$ cat config.mk
export PLATFORM = sky130hd
export DESIGN_NAME = rst_ckpt_flat
export DESIGN_NICKNAME = d
export VERILOG_FILES = /design/src/rtl/rst_ckpt_if.sv /design/src/rtl/rst_ckpt.sv /design/src/flat_wrapper.sv
export SDC_FILE = /design/constraint.sdc
export NUM_CORES = 2
export LEC_CHECK = 0
export ABC_AREA = 1
export CORE_UTILIZATION = 45
export CTS_BUF_LIST = sky130_fd_sc_hd__clkbuf_4 sky130_fd_sc_hd__clkbuf_8 sky130_fd_sc_hd__clkbuf_16
export CTS_CLUSTER_DIAMETER = 150
export DETAILED_ROUTE_END_ITERATION = 6
export SLEW_MARGIN = 20
export SYNTH_ARGS = -nofsm -noshare
export SYNTH_HDL_FRONTEND = slang
export SYNTH_SLANG_ARGS = --single-unit
export TNS_END_PERCENT = 20
$ cat constraint.sdc
create_clock -name clk -period 9.35 [get_ports clk]
set_input_delay 1.87 -clock clk [delete_from_list [all_inputs] [get_ports clk]]
set_output_delay 1.87 -clock clk [all_outputs]
set_load 0.05 [all_outputs]
$ cat src/rtl/rst_ckpt_if.sv
// Dispatch-side port bundle for the register status table:
// rename write plus the two operand status lookups.
interface rst_ckpt_if #(
  parameter int W_ADDR = 5,
  parameter int W_TAG  = 6
);
  logic [W_ADDR-1:0] dispatch_rsaddr;
  logic [W_ADDR-1:0] dispatch_rtaddr;
  logic [W_TAG-1:0]  dispatch_rstag;
  logic [W_TAG-1:0]  dispatch_rttag;
  logic              dispatch_rsvalid;
  logic              dispatch_rtvalid;
  logic [W_ADDR-1:0] dispatch_addr;
  logic [W_TAG-1:0]  dispatch_tag;
  logic              dispatch_valid;

  modport master (
    output dispatch_rsaddr, dispatch_rtaddr,
    output dispatch_addr, dispatch_tag, dispatch_valid,
    input  dispatch_rstag, dispatch_rttag,
    input  dispatch_rsvalid, dispatch_rtvalid
  );

  modport slave (
    input  dispatch_rsaddr, dispatch_rtaddr,
    input  dispatch_addr, dispatch_tag, dispatch_valid,
    output dispatch_rstag, dispatch_rttag,
    output dispatch_rsvalid, dispatch_rtvalid
  );
endinterface

$ cat src/rtl/rst_ckpt.sv
// Register status table with multi-channel CDB clears
// and whole-table branch checkpoints.
module rst_ckpt #(
  parameter int W_ADDR = 5,
  parameter int W_TAG  = 6,
  parameter int N_CDB  = 2,
  parameter int W_CKPT = 1
) (
  input  logic                       clk,
  input  logic                       reset,
  rst_ckpt_if.slave                  d,
  input  logic [N_CDB*W_TAG-1:0]     cdb_tag,
  input  logic [N_CDB-1:0]           cdb_valid,
  input  logic                       ckpt_save,
  input  logic [W_CKPT-1:0]          ckpt_save_id,
  input  logic                       ckpt_restore,
  input  logic [W_CKPT-1:0]          ckpt_restore_id,
  input  logic                       flush,
  output logic [2**W_ADDR-1:0]       regfile_wen_onehot,
  output logic [2**W_ADDR*N_CDB-1:0] regfile_cdb_onehot,
  output logic [W_ADDR:0]            busy_count,
  output logic                       rst_error
);
  localparam int N_ENTRY = 2**W_ADDR;
  localparam int N_CKPT  = 2**W_CKPT;

  logic             r_v  [N_ENTRY];
  logic [W_TAG-1:0] r_t  [N_ENTRY];
  logic             r_sv [N_CKPT][N_ENTRY];
  logic [W_TAG-1:0] r_st [N_CKPT][N_ENTRY];
  logic [W_ADDR:0]  r_cnt;
  logic             r_err;

  logic             w_clr  [N_ENTRY];
  logic             w_sclr [N_CKPT][N_ENTRY];
  logic             w_nv   [N_ENTRY];
  logic [W_TAG-1:0] w_nt   [N_ENTRY];
  logic             w_snv  [N_CKPT][N_ENTRY];
  logic [W_TAG-1:0] w_snt  [N_CKPT][N_ENTRY];
  logic [W_ADDR:0]  w_cnt;
  logic             w_err;
  logic             w_seen [N_CDB];
  logic             w_shit [N_CDB];
  logic             w_won;
  logic             w_hit;

  // CAM: lowest channel wins per entry; also collect protocol errors
  always_comb begin
    regfile_wen_onehot = '0;
    regfile_cdb_onehot = '0;
    w_err = 1'b0;
    for (int c = 0; c < N_CDB; c++) begin
      w_seen[c] = 1'b0;
      w_shit[c] = 1'b0;
    end
    for (int r = 0; r < N_ENTRY; r++) begin
      w_clr[r] = 1'b0;
      w_won    = 1'b0;
      for (int c = 0; c < N_CDB; c++) begin
        w_hit = r_v[r] && cdb_valid[c] &&
                cdb_tag[c*W_TAG +: W_TAG] == r_t[r];
        if (w_hit) begin
          if (w_seen[c]) w_err = 1'b1;
          w_seen[c] = 1'b1;
          w_clr[r]  = 1'b1;
          if (!w_won) regfile_cdb_onehot[r*N_CDB+c] = 1'b1;
          w_won = 1'b1;
        end
      end
      regfile_wen_onehot[r] = w_clr[r];
    end
    for (int k = 0; k < N_CKPT; k++) begin
      for (int r = 0; r < N_ENTRY; r++) begin
        w_sclr[k][r] = 1'b0;
        for (int c = 0; c < N_CDB; c++) begin
          if (r_sv[k][r] && cdb_valid[c] &&
              cdb_tag[c*W_TAG +: W_TAG] == r_st[k][r]) begin
            w_sclr[k][r] = 1'b1;
            w_shit[c]    = 1'b1;
          end
        end
      end
    end
    for (int c = 0; c < N_CDB; c++) begin
      if (cdb_valid[c] && !w_seen[c] && !w_shit[c]) w_err = 1'b1;
      for (int c2 = c + 1; c2 < N_CDB; c2++) begin
        if (cdb_valid[c] && cdb_valid[c2] &&
            cdb_tag[c*W_TAG +: W_TAG] == cdb_tag[c2*W_TAG +: W_TAG])
          w_err = 1'b1;
      end
    end
  end

  // Next-state: flush > restore > dispatch/save, CDB clears everywhere
  always_comb begin
    for (int r = 0; r < N_ENTRY; r++) begin
      w_nv[r] = r_v[r] & ~w_clr[r];
      w_nt[r] = w_clr[r] ? '0 : r_t[r];
    end
    for (int k = 0; k < N_CKPT; k++) begin
      for (int r = 0; r < N_ENTRY; r++) begin
        w_snv[k][r] = r_sv[k][r] & ~w_sclr[k][r];
        w_snt[k][r] = w_sclr[k][r] ? '0 : r_st[k][r];
      end
    end
    if (ckpt_restore) begin
      for (int r = 0; r < N_ENTRY; r++) begin
        w_nv[r] = w_snv[ckpt_restore_id][r];
        w_nt[r] = w_snt[ckpt_restore_id][r];
      end
    end else begin
      if (d.dispatch_valid && d.dispatch_addr != '0) begin
        w_nv[d.dispatch_addr] = 1'b1;
        w_nt[d.dispatch_addr] = d.dispatch_tag;
      end
      if (ckpt_save) begin
        for (int r = 0; r < N_ENTRY; r++) begin
          w_snv[ckpt_save_id][r] = w_nv[r];
          w_snt[ckpt_save_id][r] = w_nt[r];
        end
      end
    end
    if (flush) begin
      for (int r = 0; r < N_ENTRY; r++) begin
        w_nv[r] = 1'b0;
        w_nt[r] = '0;
      end
      for (int k = 0; k < N_CKPT; k++) begin
        for (int r = 0; r < N_ENTRY; r++) begin
          w_snv[k][r] = 1'b0;
          w_snt[k][r] = '0;
        end
      end
    end
    w_cnt = '0;
    for (int r = 0; r < N_ENTRY; r++)
      w_cnt = w_cnt + (W_ADDR+1)'(w_nv[r]);
  end

  always_ff @(posedge clk) begin
    if (reset) begin
      for (int r = 0; r < N_ENTRY; r++) begin
        r_v[r] <= 1'b0;
        r_t[r] <= '0;
      end
      for (int k = 0; k < N_CKPT; k++) begin
        for (int r = 0; r < N_ENTRY; r++) begin
          r_sv[k][r] <= 1'b0;
          r_st[k][r] <= '0;
        end
      end
      r_cnt <= '0;
      r_err <= 1'b0;
    end else begin
      for (int r = 0; r < N_ENTRY; r++) begin
        r_v[r] <= w_nv[r];
        r_t[r] <= w_nt[r];
      end
      for (int k = 0; k < N_CKPT; k++) begin
        for (int r = 0; r < N_ENTRY; r++) begin
          r_sv[k][r] <= w_snv[k][r];
          r_st[k][r] <= w_snt[k][r];
        end
      end
      r_cnt <= w_cnt;
      r_err <= r_err | w_err;
    end
  end

  assign d.dispatch_rstag   = r_t[d.dispatch_rsaddr];
  assign d.dispatch_rttag   = r_t[d.dispatch_rtaddr];
  assign d.dispatch_rsvalid = r_v[d.dispatch_rsaddr] &
                              ~w_clr[d.dispatch_rsaddr];
  assign d.dispatch_rtvalid = r_v[d.dispatch_rtaddr] &
                              ~w_clr[d.dispatch_rtaddr];
  assign busy_count = r_cnt;
  assign rst_error  = r_err;
endmodule

$ cat src/flat_wrapper.sv
// flat-port wrapper written by rule: the top's interface ports become plain ports
module rst_ckpt_flat 
#(
  parameter int W_ADDR = 5,
  parameter int W_TAG  = 6,
  parameter int N_CDB  = 2,
  parameter int W_CKPT = 1
)
  (clk, reset, cdb_tag, cdb_valid, ckpt_save, ckpt_save_id, ckpt_restore, ckpt_restore_id, flush, regfile_wen_onehot, regfile_cdb_onehot, busy_count, rst_error, d_dispatch_rsaddr, d_dispatch_rtaddr, d_dispatch_addr, d_dispatch_tag, d_dispatch_valid, d_dispatch_rstag, d_dispatch_rttag, d_dispatch_rsvalid, d_dispatch_rtvalid);
  rst_ckpt_if #(.W_ADDR(W_ADDR), .W_TAG(W_TAG)) d_i ();
  input  logic clk;
  input  logic reset;
  input  logic [N_CDB*W_TAG-1:0] cdb_tag;
  input  logic [N_CDB-1:0] cdb_valid;
  input  logic ckpt_save;
  input  logic [W_CKPT-1:0] ckpt_save_id;
  input  logic ckpt_restore;
  input  logic [W_CKPT-1:0] ckpt_restore_id;
  input  logic flush;
  output logic [2**W_ADDR-1:0] regfile_wen_onehot;
  output logic [2**W_ADDR*N_CDB-1:0] regfile_cdb_onehot;
  output logic [W_ADDR:0] busy_count;
  output logic rst_error;
  input wire logic [$bits(d_i.dispatch_rsaddr)-1:0] d_dispatch_rsaddr;
  input wire logic [$bits(d_i.dispatch_rtaddr)-1:0] d_dispatch_rtaddr;
  input wire logic [$bits(d_i.dispatch_addr)-1:0] d_dispatch_addr;
  input wire logic [$bits(d_i.dispatch_tag)-1:0] d_dispatch_tag;
  input wire logic [$bits(d_i.dispatch_valid)-1:0] d_dispatch_valid;
  output wire logic [$bits(d_i.dispatch_rstag)-1:0] d_dispatch_rstag;
  output wire logic [$bits(d_i.dispatch_rttag)-1:0] d_dispatch_rttag;
  output wire logic [$bits(d_i.dispatch_rsvalid)-1:0] d_dispatch_rsvalid;
  output wire logic [$bits(d_i.dispatch_rtvalid)-1:0] d_dispatch_rtvalid;
  assign d_i.dispatch_rsaddr = d_dispatch_rsaddr;
  assign d_i.dispatch_rtaddr = d_dispatch_rtaddr;
  assign d_i.dispatch_addr = d_dispatch_addr;
  assign d_i.dispatch_tag = d_dispatch_tag;
  assign d_i.dispatch_valid = d_dispatch_valid;
  assign d_dispatch_rstag = d_i.dispatch_rstag;
  assign d_dispatch_rttag = d_i.dispatch_rttag;
  assign d_dispatch_rsvalid = d_i.dispatch_rsvalid;
  assign d_dispatch_rtvalid = d_i.dispatch_rtvalid;
  rst_ckpt #(.W_ADDR(W_ADDR), .W_TAG(W_TAG), .N_CDB(N_CDB), .W_CKPT(W_CKPT)) u_core (.clk(clk), .reset(reset), .d(d_i), .cdb_tag(cdb_tag), .cdb_valid(cdb_valid), .ckpt_save(ckpt_save), .ckpt_save_id(ckpt_save_id), .ckpt_restore(ckpt_restore), .ckpt_restore_id(ckpt_restore_id), .flush(flush), .regfile_wen_onehot(regfile_wen_onehot), .regfile_cdb_onehot(regfile_cdb_onehot), .busy_count(busy_count), .rst_error(rst_error));
endmodule
==> reports/results.ini <==
[route]
detailroute.via_count = 65753
drt_wl_total_mm = 304
drt_iter0_drc = 11268
wl_per_cell_microns = 31.0
final_antenna_net_count = 0
route.detailed.vias_per_inst = 6.71
detail_route.drc_violations = 94
drt_pre_antenna_iters = 7

[yosys]
synth_top_family_by_area = compound AO/OA/AOI/OAI gates
synth.area.mux_share = 0
synthAdderAreaFrac = 0.0111
yosys.area_share.xor_xnor = 0.0714
warning_count_from_the_yosys_run = 0
netlist.top_cell.by_area = dfxtp_1
syn_avg_cell_area_sq_um = 6.26
synth.lib_cells_used.distinct = 67
netlist_instances = 8326
synth-seq-area-share = 0.261
post_synth_instance_area_sq_um = 52100
fraction_of_the_mapped_netlist_area_in_simple_logic_gates = 0.250
mappedNetlistNets = 8401
postSynth.asyncResetShare = 0
synth_edf_count = 0
synth_top_area_frac = 0.261
synth-compound-area-share = 0.305
synth-main-ff-cell = dfxtp_1
ys_seq_elements = 679
synth_area_leaders = dfxtp_1, nand2_1, a21oi_1, o21ai_0, inv_1

[power]
sw_frac_of_total = 0.342
worst_ir_drop_vdd_mv = 0.153
power.density_nw_per_um2 = 142
cellInternalPower_uw = 5480
clock_power_share = 0.421
leakagePower_uw = 0.0218
power.net_switching_uw = 2850
combPwrFrac = 0.207
share_seq_of_total_power = 0.371

[global_route]
grt_pass1_wl_mm = 427
grt_pass1_vias = 58105
globalRouteTotalUtil = 0.498
total_global_routing_overflow = 0
antenna_found_initial = 18
grt_max_degree = 211

[clock_tree]
cts.htree.levels = 3
holdBufCountCts = 0
clock_sink_count = 679
ctsLongestPathBuffers = 3
path_clk_slew_ps = 60
cts_buffers = 84
clock_tree_from_tritoncts = built
cts.repair.resized = 0
clkLatencyLatePin_ps = 740
post-cts-setup-buffer-count = 0
clock_tree.root_cell = clkbuf_16

[sta]
setup_viol = 0
grt_setup_unrepaired = no
post_route_setup_slack_ps = 755
fin_setup_tns_ps = 0
timing.final.crit_share = 0.919
minimum_clock_period_after_layout_ps = 8600
clock-skew-final_ps = 50.0
fin_worst_hold_slack_ps = 496
max_slew.worst_pin.slew_ps = 1260
final_hold_viol_count = 0
clock.fmax_mhz = 116
timing.final.max_slew_violations = 0
max_slew_margin = 0.162

[critical_path]
crit-reg2reg-capture = u_core.busy_count[4]
worst_setup_path_endpoint = u_core.busy_count[4]
r2r_slack_ps = 1700
crit-reg2reg-launch = u_core.r_t[17][0]
worst-r2r-cell-count = 27
worstSetupPathType = in -> reg
critical_path_peak_fanout = 18
worst_ep_required_time_ps = 9930
critical_path.startpoint_type = primary input
worst_path_max_delay_cell = fa_1
start_point_of_the_critical_path = cdb_tag[11]
critPathMaxStageDelay_ps = 560
worstSetupEndpointType = flip-flop
critical-path-top-cell-by-count = fa_1
critical_path_arrival_ps = 9170

[floorplan]
die_area_sq_um = 117000
vertical_die_dimension_microns = 342
floorplan.initialDensity = 0.455
die_width_microns = 342
placementRows = 124
floorplan.core_area_sq_um = 115000
boundaryPins = 160

[outcome]
violations = design-rule violations
run_status = finished with violations

[finish]
syn_to_final_growth_pct = 12.9
finalInstanceArea_sq_um = 58800
filler_cell_count = 11784
final_nets = 8297
proportion_of_layout_cells_with_a_drive_suffix_above_1 = 0.0718

[placement]
pre_cts_ws_ps = 233
gp_congestion = 1.07
dpl-instance-area_sq_um = 55900
hpwlAfterDp_mm = 214
buffer_ports.inserted = 159

[hold_path]
min_delay_worst_type = reg -> reg

[flow_run]
maxCapViolCount = 0

[routing by layer]
layer	up-vias	wire, microns	GRT usage
li1	28459	-	-
met1	30477	115000	0.653
met2	5643	116000	0.670
met3	1160	52700	0.218
met4	14	20300	0.279
met5	-	81	0
[layout by cell type (no fill, tap or decap), types with 257 or more instances in the layout]
cell type | Yosys | final
inv_1 | 651 | 636
nand2_1 | 1671 | 1671
a21oi_1 | 1019 | 1019
o21ai_0 | 1011 | 1011
nand3_1 | 353 | 353
dfxtp_1 | 679 | 679
o22ai_1 | 257 | 257
nor2_1 | 647 | 644
xnor2_1 | 260 | 260
buf_4 | 14 | 300
[flip-flops by register name, indices dropped and copies added (netlist names)]
register / count
u_core.rst_error: 1
u_core.busy_count: 6
u_core.r_sv: 64
u_core.r_v: 32
u_core.r_st: 384
u_core.r_t: 192
[area by class of cell]
type / instances / area (sq um) / share of cell area
sequential: 679 / 13600 / 0.231
timing repair buffer: 486 / 4520 / 0.0769
tap: 1512 / 1890 / 0.0322
antenna: 7 / 17.5 / 0.000298
multi-input combinational: 6301 / 33300 / 0.566
clock inverter: 30 / 465 / 0.00791
inverter: 670 / 2590 / 0.0440
clock buffer: 117 / 2460 / 0.0418
[power by group through the flow]
stage	clock (uW)	sequential [uW]	combinational, uW
after global placement	0	3140	1640
after detailed placement	0	3140	1640
final	3510	3090	1730
after global routing	3620	3090	1800
after CTS	3510	3080	1650
after floorplan	0	3100	989
[cell families after synthesis]
family | Yosys count
compound gates | 2780
flops | 679
simple gates | 3064
xor+xnor | 425
buf+inv | 1346
fa+ha+maj | 32
[through the flow]
step	instances	total power, uW	util
after floorplan	8326	4090	-
after global routing	9796	8510	0.513
after CTS	9795	8230	0.513
final	9802	8330	0.513
after detailed placement	9648	4780	0.487
after global placement	9648	4780	0.487
[worst min path at each step]
stage                     depth (start not counted)                   to           startpoint
after global routing                              2  u_core.r_st[1][102]  u_core.r_st[1][102]
after CTS                                         2   u_core.r_sv[1][11]   u_core.r_sv[1][11]
after floorplan                                   2   u_core.r_sv[1][24]   u_core.r_sv[1][24]
after detailed placement                          2   u_core.r_sv[0][25]   u_core.r_sv[0][25]
after global placement                            2  u_core.r_st[1][102]  u_core.r_st[1][102]
final                                             2   u_core.r_sv[0][25]   u_core.r_sv[0][25]
[critical path: cells and delay by family]
kind            cells  cell delay, ps
compound gates      6             990
fa+ha+maj           8            3730
buf+inv            10            1670
simple gates        6             920
[cells in the mapped netlist (14+ instances only)]
cell	instances
a211oi_1	64
or2_2	27
o22ai_1	257
nand4_1	147
o221ai_1	63
nor2_1	647
xnor2_1	260
o2111ai_1	38
o21ai_0	1011
a21oi_1	1019
nor3_1	54
and2_1	33
nand2_1	1671
nand3_1	353
o211ai_1	82
buf_2	99
inv_1	651
nor4_1	65
dfxtp_1	679
buf_4	14
xor2_1	165
buf_1	76
a221oi_1	73
a2111oi_0	90
clkbuf_1	478
fa_1	24
No activity file was read; power rests on OpenSTA's default activity.
